### src/rtl/seq_pkg.sv
// -----------------------------------------------------------------------------
// seq_pkg
// Shared definitions for the serial pattern-detection controller:
//   - FSM state encoding (IDLE / RUN / DONE)
//   - power-on configuration giving legacy "101" overlapping detection
//   - helper that validates a programmed pattern length
// -----------------------------------------------------------------------------
package seq_pkg;

   typedef enum logic [1:0] {
      ST_IDLE = 2'd0,
      ST_RUN  = 2'd1,
      ST_DONE = 2'd2
   } seq_state_e;

   // Widest pattern the length field (4 bits) can describe.
   localparam int PAT_W_MAX = 15;

   localparam logic [PAT_W_MAX-1:0] DEF_PAT = 15'b101;
   localparam logic [3:0]           DEF_LEN = 4'd3;
   localparam logic                 DEF_OVL = 1'b1;

   // A pattern length is usable when it is 1..pat_w.
   function automatic logic len_ok(input logic [3:0] len, input int pat_w);
      return (len != 4'd0) && (int'(len) <= pat_w);
   endfunction

endpackage

### src/rtl/seq_frame_ctrl_if.sv
// -----------------------------------------------------------------------------
// seq_frame_ctrl_if
// Config / command / bit-stream / status bundle of seq_frame_ctrl.
//   master : agent side, drives config, commands and the serial stream
//   slave  : controller side, returns busy/match/match_cnt/done/err
// -----------------------------------------------------------------------------
interface seq_frame_ctrl_if #(
   parameter int PAT_W = 8,
   parameter int CNT_W = 8,
   parameter int LEN_W = 8
);
   logic             cfg_we;
   logic [PAT_W-1:0] cfg_pat;
   logic [3:0]       cfg_len;
   logic             cfg_ovl;
   logic             start;
   logic [LEN_W-1:0] frame_len;
   logic             abort;
   logic             din;
   logic             din_vld;
   logic             busy;
   logic             match;
   logic [CNT_W-1:0] match_cnt;
   logic             done;
   logic             err;

   modport master (
      output cfg_we, cfg_pat, cfg_len, cfg_ovl, start, frame_len, abort,
             din, din_vld,
      input  busy, match, match_cnt, done, err
   );

   modport slave (
      input  cfg_we, cfg_pat, cfg_len, cfg_ovl, start, frame_len, abort,
             din, din_vld,
      output busy, match, match_cnt, done, err
   );
endinterface

### src/rtl/seq_pat_match.sv
// -----------------------------------------------------------------------------
// seq_pat_match
// Bit history, fill counter and masked pattern compare.
//   clk, rst  : clock, async active-high reset
//   i_clr     : clear history and fill (frame start)
//   i_shift   : accept i_din this cycle
//   i_din     : serial bit
//   i_pat     : pattern, bit 0 = most recent
//   i_len     : active pattern length (1..PAT_W)
//   i_ovl     : overlapping matches allowed
//   o_hit     : combinational, i_din completes a match (valid with i_shift)
// -----------------------------------------------------------------------------
module seq_pat_match #(
   parameter int PAT_W = 8
) (
   input  logic             clk,
   input  logic             rst,
   input  logic             i_clr,
   input  logic             i_shift,
   input  logic             i_din,
   input  logic [PAT_W-1:0] i_pat,
   input  logic [3:0]       i_len,
   input  logic             i_ovl,
   output logic             o_hit
);

   logic [PAT_W-1:0] r_hist;
   logic [3:0]       r_fill;

   logic [PAT_W-1:0] w_hist_nxt;
   logic [PAT_W-1:0] w_mask;
   logic [3:0]       w_fill_inc;

   always_comb begin
      w_hist_nxt = {r_hist[PAT_W-2:0], i_din};
      w_fill_inc = (r_fill >= 4'(PAT_W)) ? 4'(PAT_W) : r_fill + 4'd1;
      w_mask     = '0;
      for (int i = 0; i < PAT_W; i++)
         w_mask[i] = (i < int'(i_len));
      // fill guards against matching on stale/cleared history bits
      o_hit = i_shift && (w_fill_inc >= i_len) &&
              (((w_hist_nxt ^ i_pat) & w_mask) == '0);
   end

   always_ff @(posedge clk or posedge rst) begin
      if (rst) begin
         r_hist <= '0;
         r_fill <= '0;
      end else if (i_clr) begin
         r_hist <= '0;
         r_fill <= '0;
      end else if (i_shift) begin
         r_hist <= w_hist_nxt;
         // non-overlap: a hit consumes its bits, next match needs L fresh ones
         r_fill <= (o_hit && !i_ovl) ? 4'd0 : w_fill_inc;
      end
   end

endmodule

### src/rtl/seq_frame_ctrl.sv
// -----------------------------------------------------------------------------
// seq_frame_ctrl
// Programmable serial pattern detector with framed match counting.
//   clk  : clock, rising edge
//   rst  : async active-high reset, forces IDLE immediately
//   bus  : seq_frame_ctrl_if.slave
//          in : cfg_we/cfg_pat/cfg_len/cfg_ovl, start/frame_len, abort,
//               din/din_vld
//          out: busy, match (1-cycle), match_cnt (saturating), done (1-cycle),
//               err (1-cycle rejected command)
// All outputs are registered.
// -----------------------------------------------------------------------------
module seq_frame_ctrl
   import seq_pkg::*;
#(
   parameter int PAT_W = 8,
   parameter int CNT_W = 8,
   parameter int LEN_W = 8
) (
   input  logic              clk,
   input  logic              rst,
   seq_frame_ctrl_if.slave   bus
);

   seq_state_e       r_state;
   logic [PAT_W-1:0] r_pat;
   logic [3:0]       r_len;
   logic             r_ovl;
   logic [LEN_W-1:0] r_flen;
   logic [LEN_W-1:0] r_bitcnt;
   logic [CNT_W-1:0] r_cnt;
   logic             r_busy;
   logic             r_match;
   logic             r_done;
   logic             r_err;

   logic w_start_ok;
   logic w_shift;
   logic w_hit;
   logic w_last;

   assign w_start_ok = (r_state == ST_IDLE) && bus.start && (bus.frame_len != '0);
   // abort wins over a bit arriving in the same cycle
   assign w_shift    = (r_state == ST_RUN) && bus.din_vld && !bus.abort;
   assign w_last     = (LEN_W'(r_bitcnt + 1'b1) == r_flen);

   seq_pat_match #(.PAT_W(PAT_W)) u_match (
      .clk     (clk),
      .rst     (rst),
      .i_clr   (w_start_ok),
      .i_shift (w_shift),
      .i_din   (bus.din),
      .i_pat   (r_pat),
      .i_len   (r_len),
      .i_ovl   (r_ovl),
      .o_hit   (w_hit)
   );

   always_ff @(posedge clk or posedge rst) begin
      if (rst) begin
         r_state  <= ST_IDLE;
         r_pat    <= DEF_PAT[PAT_W-1:0];
         r_len    <= DEF_LEN;
         r_ovl    <= DEF_OVL;
         r_flen   <= '0;
         r_bitcnt <= '0;
         r_cnt    <= '0;
         r_busy   <= 1'b0;
         r_match  <= 1'b0;
         r_done   <= 1'b0;
         r_err    <= 1'b0;
      end else begin
         r_match <= 1'b0;
         r_done  <= 1'b0;
         r_err   <= 1'b0;
         case (r_state)
            ST_IDLE: begin
               // config lands first so a same-cycle start uses it
               if (bus.cfg_we) begin
                  if (len_ok(bus.cfg_len, PAT_W)) begin
                     r_pat <= bus.cfg_pat;
                     r_len <= bus.cfg_len;
                     r_ovl <= bus.cfg_ovl;
                  end else begin
                     r_err <= 1'b1;
                  end
               end
               if (bus.start) begin
                  if (w_start_ok) begin
                     r_flen   <= bus.frame_len;
                     r_bitcnt <= '0;
                     r_cnt    <= '0;
                     r_busy   <= 1'b1;
                     r_state  <= ST_RUN;
                  end else begin
                     r_err <= 1'b1;
                  end
               end
            end

            ST_RUN: begin
               if (bus.cfg_we)
                  r_err <= 1'b1;
               if (bus.abort) begin
                  r_busy  <= 1'b0;
                  r_state <= ST_IDLE;
               end else if (bus.din_vld) begin
                  r_bitcnt <= r_bitcnt + 1'b1;
                  if (w_hit) begin
                     r_match <= 1'b1;
                     if (r_cnt != '1)
                        r_cnt <= r_cnt + 1'b1;
                  end
                  if (w_last) begin
                     r_done  <= 1'b1;
                     r_state <= ST_DONE;
                  end
               end
            end

            ST_DONE: begin
               // done/match for the final bit are already on the outputs
               if (bus.cfg_we)
                  r_err <= 1'b1;
               r_busy  <= 1'b0;
               r_state <= ST_IDLE;
            end

            default: begin
               r_busy  <= 1'b0;
               r_state <= ST_IDLE;
            end
         endcase
      end
   end

   assign bus.busy      = r_busy;
   assign bus.match     = r_match;
   assign bus.match_cnt = r_cnt;
   assign bus.done      = r_done;
   assign bus.err       = r_err;

endmodule

### src/flat_wrapper.sv
// flat-port wrapper written by rule: the top's interface ports become plain ports
module seq_frame_ctrl_flat import seq_pkg::*;
#(
   parameter int PAT_W = 8,
   parameter int CNT_W = 8,
   parameter int LEN_W = 8
)
  (clk, rst, bus_cfg_we, bus_cfg_pat, bus_cfg_len, bus_cfg_ovl, bus_start, bus_frame_len, bus_abort, bus_din, bus_din_vld, bus_busy, bus_match, bus_match_cnt, bus_done, bus_err);
  seq_frame_ctrl_if #(.PAT_W(PAT_W), .CNT_W(CNT_W), .LEN_W(LEN_W)) bus_i ();
  input  logic clk;
  input  logic rst;
  input wire logic [$bits(bus_i.cfg_we)-1:0] bus_cfg_we;
  input wire logic [$bits(bus_i.cfg_pat)-1:0] bus_cfg_pat;
  input wire logic [$bits(bus_i.cfg_len)-1:0] bus_cfg_len;
  input wire logic [$bits(bus_i.cfg_ovl)-1:0] bus_cfg_ovl;
  input wire logic [$bits(bus_i.start)-1:0] bus_start;
  input wire logic [$bits(bus_i.frame_len)-1:0] bus_frame_len;
  input wire logic [$bits(bus_i.abort)-1:0] bus_abort;
  input wire logic [$bits(bus_i.din)-1:0] bus_din;
  input wire logic [$bits(bus_i.din_vld)-1:0] bus_din_vld;
  output wire logic [$bits(bus_i.busy)-1:0] bus_busy;
  output wire logic [$bits(bus_i.match)-1:0] bus_match;
  output wire logic [$bits(bus_i.match_cnt)-1:0] bus_match_cnt;
  output wire logic [$bits(bus_i.done)-1:0] bus_done;
  output wire logic [$bits(bus_i.err)-1:0] bus_err;
  assign bus_i.cfg_we = bus_cfg_we;
  assign bus_i.cfg_pat = bus_cfg_pat;
  assign bus_i.cfg_len = bus_cfg_len;
  assign bus_i.cfg_ovl = bus_cfg_ovl;
  assign bus_i.start = bus_start;
  assign bus_i.frame_len = bus_frame_len;
  assign bus_i.abort = bus_abort;
  assign bus_i.din = bus_din;
  assign bus_i.din_vld = bus_din_vld;
  assign bus_busy = bus_i.busy;
  assign bus_match = bus_i.match;
  assign bus_match_cnt = bus_i.match_cnt;
  assign bus_done = bus_i.done;
  assign bus_err = bus_i.err;
  seq_frame_ctrl #(.PAT_W(PAT_W), .CNT_W(CNT_W), .LEN_W(LEN_W)) u_core (.clk(clk), .rst(rst), .bus(bus_i));
endmodule
### config.mk
export PLATFORM = sky130hd
export DESIGN_NAME = seq_frame_ctrl_flat
export DESIGN_NICKNAME = d
export VERILOG_FILES = /design/src/rtl/seq_pkg.sv /design/src/rtl/seq_frame_ctrl_if.sv /design/src/rtl/seq_pat_match.sv /design/src/rtl/seq_frame_ctrl.sv /design/src/flat_wrapper.sv
export SDC_FILE = /design/constraint.sdc
export NUM_CORES = 1
export LEC_CHECK = 0
export BUFFER_PORTS_ARGS = -buffer_cell sky130_fd_sc_hd__buf_2
export CORE_MARGIN = 3
export CORE_UTILIZATION = 46
export CTS_BUF_LIST = sky130_fd_sc_hd__clkbuf_8 sky130_fd_sc_hd__clkbuf_16
export CTS_CLUSTER_DIAMETER = 50
export DETAILED_ROUTE_END_ITERATION = 10
export GPL_TIMING_DRIVEN = 0
export HOLD_SLACK_MARGIN = 0.03
export PLACE_DENSITY = 0.79
export SKIP_LAST_GASP = 1
export SLEW_MARGIN = 10
export SYNTH_ARGS = -nofsm -noshare
export SYNTH_HDL_FRONTEND = slang
export SYNTH_HIERARCHICAL = 1
export SYNTH_SLANG_ARGS = --single-unit
### constraint.sdc
create_clock -name clk -period 2.89 [get_ports clk]
set_clock_uncertainty 0.05 [all_clocks]
set_input_delay 0.578 -clock clk [delete_from_list [all_inputs] [get_ports clk]]
set_output_delay 0.578 -clock clk [all_outputs]
set_load 0.05 [all_outputs]
# Yosys cells after proc, flatten, opt, wreduce, memory -nomap -nowiden
# Cells that the tools add are included.
[word_totals]
register_bits = 54
word_cells = 105
output_inout_bits = 12
[classes]
magnitude_cmp = 11
n_bitwise = 2
n_addsub = 3
n_reduce_logical = 23
eq_ne = 13
mux = 40
[ops]
columns = ["op", "count"]
rows = [
  ["8-bit 2-to-1 mux", 8],
  ["8-bit one-hot mux with 2 select lines", 2],
  ["8-bit by 1-bit adder with 8-bit output, second input constant", 2],
  ["3-bit by 4-bit < comparator with 1-bit output, first input constant", 4],
  ["1-bit 2-to-1 mux", 16],
  ["4-bit 2-to-1 mux", 4],
  ["7-bit 2-to-1 mux", 2],
  ["2-bit != test, second input constant", 7],
  ["2-bit 2-to-1 mux", 5],
  ["3-bit AND reduction", 3],
  ["8-bit bitwise AND", 1],
  ["8-bit == test", 1],
  ["1-bit logical AND", 8],
  ["8-bit logical NOT", 1],
  ["1-bit by 4-bit < comparator with 1-bit output, first input constant", 2],
  ["2-bit by 4-bit < comparator with 1-bit output, first input constant", 2],
  ["8-bit != test, second input constant", 1],
  ["8-bit nonzero test", 1],
  ["8-bit bitwise XOR", 1],
  ["7-bit AND reduction", 1],
  ["5-bit AND reduction", 1],
  ["4-bit by 1-bit adder with 4-bit output, second input constant", 1],
  ["4-bit greater-or-equal comparator", 1],
  ["4-bit greater-or-equal comparator, second input constant", 1],
  ["13 further kinds", 16],
]

# Depth between registers and ports, before layout
# Gate-level depths: netlist of the first run.
[depth]
word_depth = 9
depth_mapped = 12

# Cells and area by module
# Netlist of the first run, hierarchy kept.
[by_module_without_submodules]
columns = ["mod", "instances", "seq_area_each_um2", "area_per_inst_um2", "cells_per_inst"]
rows = [
  ["seq_frame_ctrl", 1, 1082.3, 2352.3, 204],
  ["seq_pat_match", 1, 275.3, 782.0, 83],
]

# Worst setup path before layout of the first run
# No wires, ideal clock.
[synth_timing]
kind = "register to register"
start = "register u_core.u_match.r_fill[0]"
end = "register u_core.r_cnt[2] (netlist: u_core/bus.match_cnt[2])"
path_stages_with_launch = 13
path_slack_ns = 0.084
path_buffers = 1
arrival_time_ns = 2.689
setup_time_ns = 0.068
path_cell_list = "dfrtp_1 -> inv_1 -> ha_1 -> nor2b_1 -> ha_1 -> o21ai_0 -> a221oi_2 -> nor4b_2 -> o21a_1 -> o221ai_4 -> buf_6 -> or4b_1 -> nand2_1"
[synth_between]
elab_chain_len = 7
[synth_lines]
columns = ["item", "line_no", "rtl"]
rows = [
  ["start: declaration", "seq_pat_match.sv:28", "logic [3:0] r_fill;"],
  ["start signal: assignment", "seq_pat_match.sv:55", "r_fill <= (o_hit && !i_ovl) ? 4'd0 : w_fill_inc;"],
  ["4-bit by 1-bit adder with 4-bit output or 4-bit greater-or-equal comparator (tied branches)", "seq_pat_match.sv:36", "w_fill_inc = (r_fill >= 4'(PAT_W)) ? 4'(PAT_W) : r_fill + 4'd1;"],
  ["4-bit 2-to-1 mux (*)", "seq_pat_match.sv:36", ""],
  ["4-bit greater-or-equal comparator (*)", "seq_pat_match.sv:41", "o_hit = i_shift && (w_fill_inc >= i_len) &&"],
  ["1-bit logical AND (*) (2 in a row)", "seq_pat_match.sv:41", ""],
  ["net u_core.w_hit", "seq_frame_ctrl.sv:39", "logic w_hit;"],
  ["2-bit != test (no source line) (*)", "n/a", ""],
  ["7-bit AND reduction (no source line) (*)", "n/a", ""],
  ["end signal: assignment", "seq_frame_ctrl.sv:112", "r_cnt <= r_cnt + 1'b1;"],
  ["end: declaration", "seq_frame_ctrl.sv:31", "logic [CNT_W-1:0] r_cnt;"],
]
# The timed path passes the listed nets; every way through them passes the cells marked *.
# A chain may end at the register's enable or synchronous reset.

# Final worst setup path of the first run
[layout_timing]
start = "register u_core.u_match.r_fill[1]"
end = "register u_core.r_cnt[2] (netlist: u_core/bus.match_cnt[2])"
# Same word-level chain as after synthesis.

==> metrics, run 1 <==
status=complete, but fails checks; violations in the final reports=setup timing; PortBufs=39; MaxCap Viol Count=0; worst endpoint required time=3.09 ns; Hold Vio Cnt, Final=0; initial antenna violation count=0; most common cell after layout, fill and taps aside=dfrtp_1; Slew Limit Fails=0; most frequent cells in the layout=49 x dfrtp_1, 42 x buf_2, 21 x mux2_2; hold buffers post-CTS=0; First-pass DRT Iterations=4; CP Launch Type=flop; Setup CP Type=flop to flop; Crit path depth=13; CORE AREA=0.00646 mm2; first-pass GRT wire length=11000 um; r2r endpoint=u_core/bus.match_cnt[2]; Post-Route Utilization=56.7%; initial core utilization=48.5%; clk root buf=clkbuf_8; antenna cells=0; Routed WL=6500 um; routability cong.=0.843; Post-synth EDFFs=0; period utilization=101%; dpl cell area=0.00345 mm2; Reg2Reg Depth=13; Worst setup startpoint=u_core/u_match/r_fill[1]; delay-heaviest family, CP=simple AND/OR/NAND/NOR gates; drt drc=0; CP arrival=3.11 ns; DIE AREA=0.00784 mm2; dpl ws=-0.274 ns; Avg Inst Size Synth=10.9 um2; synthesized cell area=0.00313 mm2; CTS tree=built; r2r setup slk=-0.02 ns; Worst Setup EP=u_core/bus.match_cnt[2]; clk slew on worst S/H paths=0.10 ns; Post-Synthesis Cells=287; vias in the first global route=2318; crit end category=flop; Worst Tran Pin Value=0.475 ns; ys async rst share=100%; clk_lat worst skew=0.30 ns; Die X=88.5 um; crit path cell chain=buf_4 -> ha_4 -> xnor2_2 -> nor2_2 -> ha_2 -> nor3_2 -> a221oi_2 -> nor4b_4 -> o21a_1 -> o221ai_4 -> buf_6 -> or4b_1 -> nand2_1; Crit Path Max Fanout=5; Seq cells post-synth=54; Clock Sinks=54; chip height=88.5 um; drt wl/cell=15.5 um; share of cells above drive strength 1=36.1%; Tmin final=2.91 ns; fmax=344 MHz; CTS max path bufs=2; Total GRT Usage=17.8%; PnR worst setup slack=-0.0193 ns; Power Density=854 mW/mm2; Buf/Inv on CP=2; post-synthesis sequential area ratio=43.3%; cell area after layout=0.00366 mm2; GRT Residual Overflow=0; Yosys cell types=67; RSZ-0062 raised after global routing=true; pin count of the biggest net entering global routing=29; # IOs=40; Critical Path Max Stage Delay=0.46 ns; H-tree depth=2; DRT antenna net count=0; row cnt=29; HPWL after DPL=4880 um; FF-to-FF Start=u_core/u_match/r_fill[1]; HP Class=primary input to async pin; maximum VDD drop=0.422 mV; Main synth FF type=dfrtp_1; final setup violating endpoints=1; Iter 0 DRT Violations=99; fin nets=380; via count=2332; LEAKAGE=1.63 nW; routed vias/inst=5.58; Max-slew headroom=68.1%; worst-path cell with the longest stage delay=or4b_1; Syn-to-layout area delta=16.8%; Ys Warns=6; Synth Net Count=327; clock buffer count from CTS=5
-- cells by family (layout without fill, tap and decap cells) --
kind of cell | after synthesis | in the layout | synth area share (%)
fa+ha+maj | 12 | 12 | 4.79
compound gates | 68 | 68 | 17.3
flops | 54 | 54 | 43.3
mux | 29 | 29 | 10.1
simple gates | 77 | 77 | 14.5
xor+xnor | 19 | 19 | 5.55
buf+inv | 28 | 82 | 4.43
-- flip-flops by register name, summed over array words and instances (netlist names), 2 cells and up --
register               count
u_core/bus.match_cnt       8
u_core/r_bitcnt            8
u_core/r_flen              8
u_core/r_pat               8
u_core/u_match/r_hist      7
u_core/r_len               4
u_core/u_match/r_fill      4
u_core/r_state             2
-- synth_stat cells, types with 2 or more instances --
cell type  number  area share (%)
dfrtp_1        49              39
or3_1           5             1.0
o31ai_1         4            0.96
xor2_1          7             2.0
nor3b_1         2            0.48
nor2_1         19             2.3
dfstp_2         5             4.2
ha_1           12             4.8
buf_6           2            0.72
or4_1           3            0.72
a32o_1          4             1.3
buf_4           4            0.96
nand3_2         2            0.64
nor2b_1         2            0.40
nor3_1          5            0.80
o21ai_1         2            0.32
buf_2           3            0.48
a21boi_1        3            0.72
inv_1          17             2.0
or2_2           2            0.40
o21ai_0        16             2.6
xnor2_1        11             3.1
nand2_1        11             1.3
mux2i_1         7             2.2
a22o_1          7             2.0
nor4_2          2            0.80
nand3_1         8             1.3
o211ai_1        2            0.48
a21oi_1         5            0.80
o22ai_1         3            0.60
and3_1          2            0.40
o21a_1          4            0.96
a21boi_0        2            0.48
mux2_2         21             7.5
nor4_1          2            0.40
-- timing repair --
action,CTS,global route
setup buffers,6,0
pin swaps,10,10
endpoints found under the setup margin,8,8
resized for setup,13,5
-- area by class of cell --
cell class,instances,area [um2]
clock inverter,3,17.5
fill,545,2800
buffer,10,71.3
inverter,18,67.6
clock buffer,5,68.8
tap,77,96.3
sequential,54,1360
timing repair buffer,46,264
multi-input combinational,205,1720
-- worst register-to-register path, stage by stage (launching register included) --
cell      delay (ns)
dfrtp_1         0.39
buf_4           0.15
ha_4            0.16
xnor2_2         0.12
nor2_2          0.11
ha_2            0.20
nor3_2          0.05
a221oi_2        0.28
nor4b_4         0.29
o21a_1          0.22
o221ai_4        0.14
buf_6           0.15
or4b_1          0.46
nand2_1         0.07
-- metal layers --
metal  GRT usage (%)  share of wire [%]
met1            24.7                 46
met5               0                  0
met4            4.67               0.83
met3            2.79                3.0
met2            29.1                 50
-- through the flow --
stage	hold slack [ns]	power, mW	setup TNS (ns)	std cells
final	0.198	3.13	-0.0193	418
after detailed placement	0.434	2.55	-1.24	404
after floorplan	0.380	2.26	0	287
after global placement	0.426	2.49	-0.509	403
after global routing	0.215	3.36	-0.842	418
after CTS	0.201	3.14	-0.0552	418
-- where the power goes --
group          switching, mW  internal, mW
Combinational          0.785         0.727
Clock                  0.248         0.170
Sequential             0.197          1.00
Total                   1.23          1.90
-- worst min-delay path by stage --
stage                     from                        to  slack [ns]  cells past startpoint
2_1_floorplan              rst  u_core/u_match/r_fill[0]        0.38                      1
3_3_place_gp   u_core/bus.busy           u_core/bus.busy        0.43                      1
3_5_place_dp   u_core/bus.busy           u_core/bus.busy        0.43                      1
4_1_cts                    rst           u_core/r_pat[4]        0.20                      2
5_1_grt                    rst           u_core/r_len[3]        0.21                      2
6_report                   rst           u_core/r_pat[4]        0.20                      2
Note: power is estimated with default switching activity, not from simulation.
==> inputs of run 2 (changes only) <==
CORE_MARGIN = 4   (was 3)
GPL_TIMING_DRIVEN = unset   (was 0)
==> run 2 against run 1 <==
Net effect: the flow now finishes without violations; non-clock buffer count down 6; routed wire length up 8.0%; combinational power is 4% lower; sequential cell count did not move; register-to-register slack improved by 0.04 ns; largest cell class unchanged.
==> metrics, run 2 (synthesized netlist as in run 1, its figures left out) <==
worst-path cell with the longest stage delay=dfrtp_1; drt wl/cell=17.0 um (+9.3%); delay-heaviest family, CP=compound AO/OA/AOI/OAI gates; routed vias/inst=5.85 (+4.8%); r2r endpoint=u_core/bus.match_cnt[5]; Filler cells=528 (-3.1%); cell area after layout=0.00362 mm2 (-1.2%); Worst setup startpoint=u_core/u_match/r_fill[0]; CORE AREA=0.00649 mm2 (+0.56%); Crit path depth=13 (unchanged); WL met2=3420 um (+5.6%); Total GRT Usage=17.1% (-0.68 points); status=completed; Slew Limit Fails=0 (unchanged); clk slew on worst S/H paths=0.11 ns (about the same); fmax=349 MHz (+1.5%); maximum VDD drop=0.439 mV (+4.1%); pin count of the biggest net entering global routing=36 (+24%); First-pass DRT Iterations=4 (unchanged); Crit Path Max Fanout=5 (unchanged); crit end category=flop; top sig layer=met4; row cnt=29 (unchanged); first-pass GRT wire length=11500 um (+4.5%); CP arrival=3.02 ns (-0.09 ns); H-tree depth=2 (unchanged); period utilization=99.2% (-1.4 points); CP Launch Type=flop; GRT Residual Overflow=0 (unchanged); DIE AREA=0.00820 mm2 (+4.6%); drt drc=0 (unchanged); share of cells above drive strength 1=35.1% (-0.95 points); HP Class=primary input to async pin; met3 WL post-DR=253 um (+30%); worst endpoint required time=3.04 ns (-0.05 ns); Power Total=3.14 mW (+0.55%); Routed WL=7020 um (+8.0%); Worst Setup EP=u_core/bus.match_cnt[5]; Buf/Inv on CP=2 (unchanged); RSZ-0062 raised after global routing=true; Tmin final=2.87 ns (-0.0417 ns); metal1 wirelength=3240 um (+7.5%); initial core utilization=48.3% (-0.27 points); most frequent cells in the layout=49 x dfrtp_1, 39 x buf_2, 21 x mux2_2; Hold Vio Cnt, Final=0 (unchanged); CTS max path bufs=2 (unchanged); PortBufs=39 (unchanged); Iter 0 DRT Violations=192 (+94%); dpl cells=400 (-0.99%); MaxCap Viol Count=0 (unchanged); Max-slew headroom=34.9% (-33 points); final setup violating endpoints=0 (-1); Worst Tran Pin Value=0.973 ns (+0.498 ns); Power Density=869 mW/mm2 (+1.8%); Die X=90.5 um (+2.3%); LEAKAGE=1.60 nW (-2.1%); PnR worst setup slack=0.0224 ns (+0.0417 ns); CTS tree=built; Critical Path Max Stage Delay=0.43 ns (-0.03 ns); clk root buf=clkbuf_8; fin nets=375 (-1.3%); Syn-to-layout area delta=15.4%; # IOs=40 (unchanged); clock buffer count from CTS=5 (unchanged); clk_lat worst skew=0.32 ns (+0.02 ns); Clock Sinks=54 (unchanged); r2r setup slk=0.02 ns (+0.04 ns); via count=2415 (+3.6%); crit path cell chain=ha_2 -> xnor2_1 -> nor2_1 -> ha_2 -> nor3_2 -> a221oi_2 -> nor4b_4 -> o21a_1 -> buf_4 -> o221ai_4 -> buf_4 -> o31ai_2 -> a21boi_1; initial antenna violation count=0 (unchanged); Reg2Reg Depth=13 (unchanged); dpl ws=-0.109 ns (+0.165 ns); FF-to-FF Start=u_core/u_match/r_fill[0]; hold buffers post-CTS=0 (unchanged); Setup CP Type=flop to flop; Non-Filler Instances=413 (-1.2%); chip height=90.5 um (+2.3%); dpl cell area=0.00341 mm2 (-1.1%); routability cong.=0.876 (+4.0%); antenna cells=0 (unchanged); DRT antenna net count=0 (unchanged); vias in the first global route=2430 (+4.8%); most common cell after layout, fill and taps aside=dfrtp_1; HPWL after DPL=5000 um (+2.5%)
run 2: cell count changes in the layout (fill, tap and decap cells not counted), sizes merged:
cell      before  now
inv           20   19
buf           56   50
clkinvlp       0    1
o221ai         1    2
run 2: final cells by class:
cell class              instances  area, um2  area share, %
multi-input cells             206       1720           47.6
flip-flops and latches         54       1360           37.5
repair buffers                 50        282           7.78
well taps                      77       96.3           2.66
clock buffers                   5       68.8           1.90
inverters                      18       67.6           1.87
clock inverters                 3       25.0          0.692
run 2: where the power goes:
| group | switching (mW) | leakage, nW | internal, mW |
|---|---|---|---|
| Combinational | 0.756 | 0.866 | 0.697 |
| Clock | 0.267 | 0.0447 | 0.176 |
| Sequential | 0.249 | 0.689 | 1.00 |
run 2: stage by stage:
| stage | hold WS, ns | TNS, ns | util, % |
|---|---|---|---|
| detailed placement | 0.471 | -0.338 | 52.5 |
| finish | 0.151 | 0 | 55.7 |
| floorplan | 0.380 | 0 | - |
| global route | 0.172 | -0.809 | 55.7 |
| CTS | 0.166 | 0 | 55.0 |
| global placement | 0.466 | 0 | 52.5 |
run 2: worst reg2reg max path: cells and delay by family (launching register included):
kind	cells	cell delay, ns
and+or+nand+nor	3	0.49
adders and majority gates	2	0.43
buffers and inverters	2	0.32
AOI/OAI and AO/OA	5	0.91
DFF	1	0.43
xor gates and xnor gates	1	0.11
run 2: how the worst min path moves through the flow:
stage	start	to	slack, ns	cells after the start
finish	rst	u_core/r_len[3]	0.15	2
global route	rst	u_core/r_pat[3]	0.17	2
CTS	rst	u_core/r_pat[3]	0.17	2
detailed placement	u_core/r_flen[7]	u_core/r_flen[7]	0.47	1
global placement	u_core/r_flen[5]	u_core/r_flen[5]	0.47	1
floorplan	rst	u_core/u_match/r_fill[0]	0.38	1
run 2: timing repair:
item                                   in CTS  in global routing
gates cloned                                1                  0
buffers inserted                            3                  1
gates resized for setup                     6                 11
setup endpoints to repair                   6                  7
endpoints found under the hold margin       0                  0
pin swaps                                   7                  8
run 2: per-layer routing:
layer / up-vias / global-route usage, %
li1: 1144 / -
met1: 1200 / 23.5
met2: 63 / 27.0
met3: 8 / 3.25
met4: 0 / 5.87
met5: - / 0
==> inputs of run 3 (changes only) <==
--- a/config.mk
+++ b/config.mk
@@ -16,3 +16,2 @@
 export SKIP_LAST_GASP = 1
-export SLEW_MARGIN = 10
 export SYNTH_ARGS = -nofsm -noshare
==> constraint.sdc (replaced) <==
create_clock -name clk -period 2.89 [get_ports clk]
set_clock_uncertainty 0.05 [all_clocks]
set_input_delay 0 -clock clk [delete_from_list [all_inputs] [get_ports clk]]
set_output_delay 0 -clock clk [all_outputs]
set_load 0.05 [all_outputs]
==> run 3 against run 2 <==
Net effect: the run now ends with setup timing left; register-to-register slack got worse by 0.06 ns; sequential share of layout area decreased by 2.6 points; setup slack got worse by 0.059 ns; die area unchanged; fmax decreased by 2.0%; critical path type unchanged; largest cell class unchanged; largest power group unchanged.
==> metrics, run 3 (synthesized netlist as in run 1, its figures left out) <==
WL met2=3590 um (+4.9%); CP Launch Type=flop; Power Density=830 mW/mm2 (-4.6%); Max-slew headroom=64.2% (+29 points); H-tree depth=2 (unchanged); top sig layer=met4; dpl ws=-0.0623 ns (+0.0465 ns); MaxCap Viol Count=0 (unchanged); period utilization=101% (+2.0 points); CP arrival=3.12 ns (+0.10 ns); routed vias/inst=5.70 (-2.4%); Setup CP Type=flop to flop; fmax=342 MHz (-2.0%); # IOs=40 (unchanged); clk_lat worst skew=0.32 ns (about the same); DRT antenna net count=0 (unchanged); Non-Filler Instances=440 (+6.5%); metal1 wirelength=3260 um (+0.46%); initial core utilization=48.3% (unchanged); drt drc=0 (unchanged); CORE AREA=0.00649 mm2 (unchanged); row cnt=29 (unchanged); clk slew on worst S/H paths=0.11 ns (about the same); PnR worst setup slack=-0.0365 ns (-0.0589 ns); HP Start=bus_start; routability cong.=0.884 (+0.81%); Routed WL=7400 um (+5.4%); Crit Path Max Fanout=6 (+1); crit end category=flop; Die X=90.5 um (unchanged); GRT Residual Overflow=0 (unchanged); Tmin final=2.93 ns (+0.0589 ns); Total GRT Usage=18.9% (+1.8 points); LEAKAGE=1.72 nW (+7.8%); drt wl/cell=16.8 um (-1.0%); first-pass GRT wire length=12700 um (+10%); share of cells above drive strength 1=33.3% (-1.8 points); antenna cells=0 (unchanged); via count=2510 (+3.9%); pin count of the biggest net entering global routing=36 (unchanged); clk root buf=clkbuf_8; HP Class=primary input to flop; dpl cells=401 (+0.25%); Post-Route Utilization=59.9% (+4.1 points); vias in the first global route=2592 (+6.7%); Slew Limit Fails=0 (unchanged); worst endpoint required time=3.08 ns (+0.04 ns); initial antenna violation count=0 (unchanged); RSZ-0062 raised after global routing=true; clock buffer count from CTS=5 (unchanged); fin nets=402 (+7.2%); status=complete, but fails checks; final setup violating endpoints=2 (+2); CTS tree=built; Worst setup startpoint=u_core/u_match/r_fill[1]; Clock Sinks=54 (unchanged); met3 WL post-DR=328 um (+30%); PortBufs=39 (unchanged); HPWL after DPL=4870 um (-2.7%); FF-to-FF Start=u_core/u_match/r_fill[1]; CTS max path bufs=2 (unchanged); violations in the final reports=setup timing; Iter 0 DRT Violations=169 (-12%); First-pass DRT Iterations=4 (unchanged); DIE AREA=0.00820 mm2 (unchanged); most common cell after layout, fill and taps aside=dfrtp_1; maximum VDD drop=0.398 mV (-9.2%); most frequent cells in the layout=49 x dfrtp_1, 39 x buf_2, 26 x dlygate4sd3_1; Worst Tran Pin Value=0.538 ns (-0.435 ns); Syn-to-layout area delta=24.0%; Hold Vio Cnt, Final=0 (unchanged); chip height=90.5 um (unchanged)
-- run 3: changes by cell type in the layout (fill, tap and decap cells not counted), sizes merged --
cell         change
dlygate4sd3     +26
buf              +2
clkinvlp         -1
inv              +1
o221ai           -1
-- run 3: final timing paths --
kind                                           endpoint  slack (ns)  cells past startpoint
worst max-delay path            u_core/bus.match_cnt[5]       -0.04                     11
worst min register to register         u_core/r_flen[5]        0.49                      1
worst max register to register  u_core/bus.match_cnt[5]       -0.04                     11
min in group asynchronous               u_core/r_pat[3]        0.14                      3
max in group asynchronous                  u_core/r_ovl        1.85                      4
worst min-delay path                     u_core/bus.err         0.1                      4
-- run 3: critical path, cell delays in order, from the launching register on --
cell      delay, ns
dfrtp_1        0.41
inv_1          0.06
ha_1           0.28
nor2b_4        0.14
ha_4           0.27
o21ai_2        0.05
a221oi_2       0.28
nor4b_4        0.26
o21a_1         0.23
o221ai_4       0.17
or4_1          0.52
a21boi_1       0.13
-- run 3: per-stage QoR --
step	TNS, ns	instance area, um2	hold WS (ns)	total power [mW]
5_1_grt	-0.567	3890	0.108	3.44
3_3_place_gp	0	3410	-0.0735	2.48
3_5_place_dp	-0.153	3410	-0.0642	2.53
2_1_floorplan	0	3130	-0.198	2.26
4_1_cts	-0.0117	3810	0.0779	3.11
6_report	-0.0402	3890	0.0967	3.22
-- run 3: cell type report --
class / count / area, um2
Multi-Input combinational cell: 205 / 1710
Tap cell: 77 / 96.3
Inverter: 18 / 67.6
Fill cell: 505 / 2610
Clock buffer: 5 / 68.8
Sequential cell: 54 / 1360
Timing Repair Buffer: 78 / 564
Clock inverter: 3 / 26.3
-- run 3: power by group --
part | leakage (nW) | internal [mW] | total [mW] | switching (mW)
combinational | 0.987 | 0.753 | 1.51 | 0.761
sequential | 0.689 | 1.00 | 1.25 | 0.254
clock | 0.0491 | 0.179 | 0.458 | 0.279
-- run 3: per-layer routing --
layer / vias to the layer above / global-route usage (%)
met5: - / 0
met4: 0 / 7.02
met3: 19 / 3.67
met2: 74 / 30.5
met1: 1221 / 25.1
li1: 1196 / -
-- run 3: what timing repair did --
action | in CTS | in global routing
endpoints found under the setup margin | 5 | 8
setup buffers | 4 | 1
gates resized for setup | 6 | 15
hold buffers | 26 | 0
hold endpoints to repair | 46 | 0
pin swaps | 3 | 15
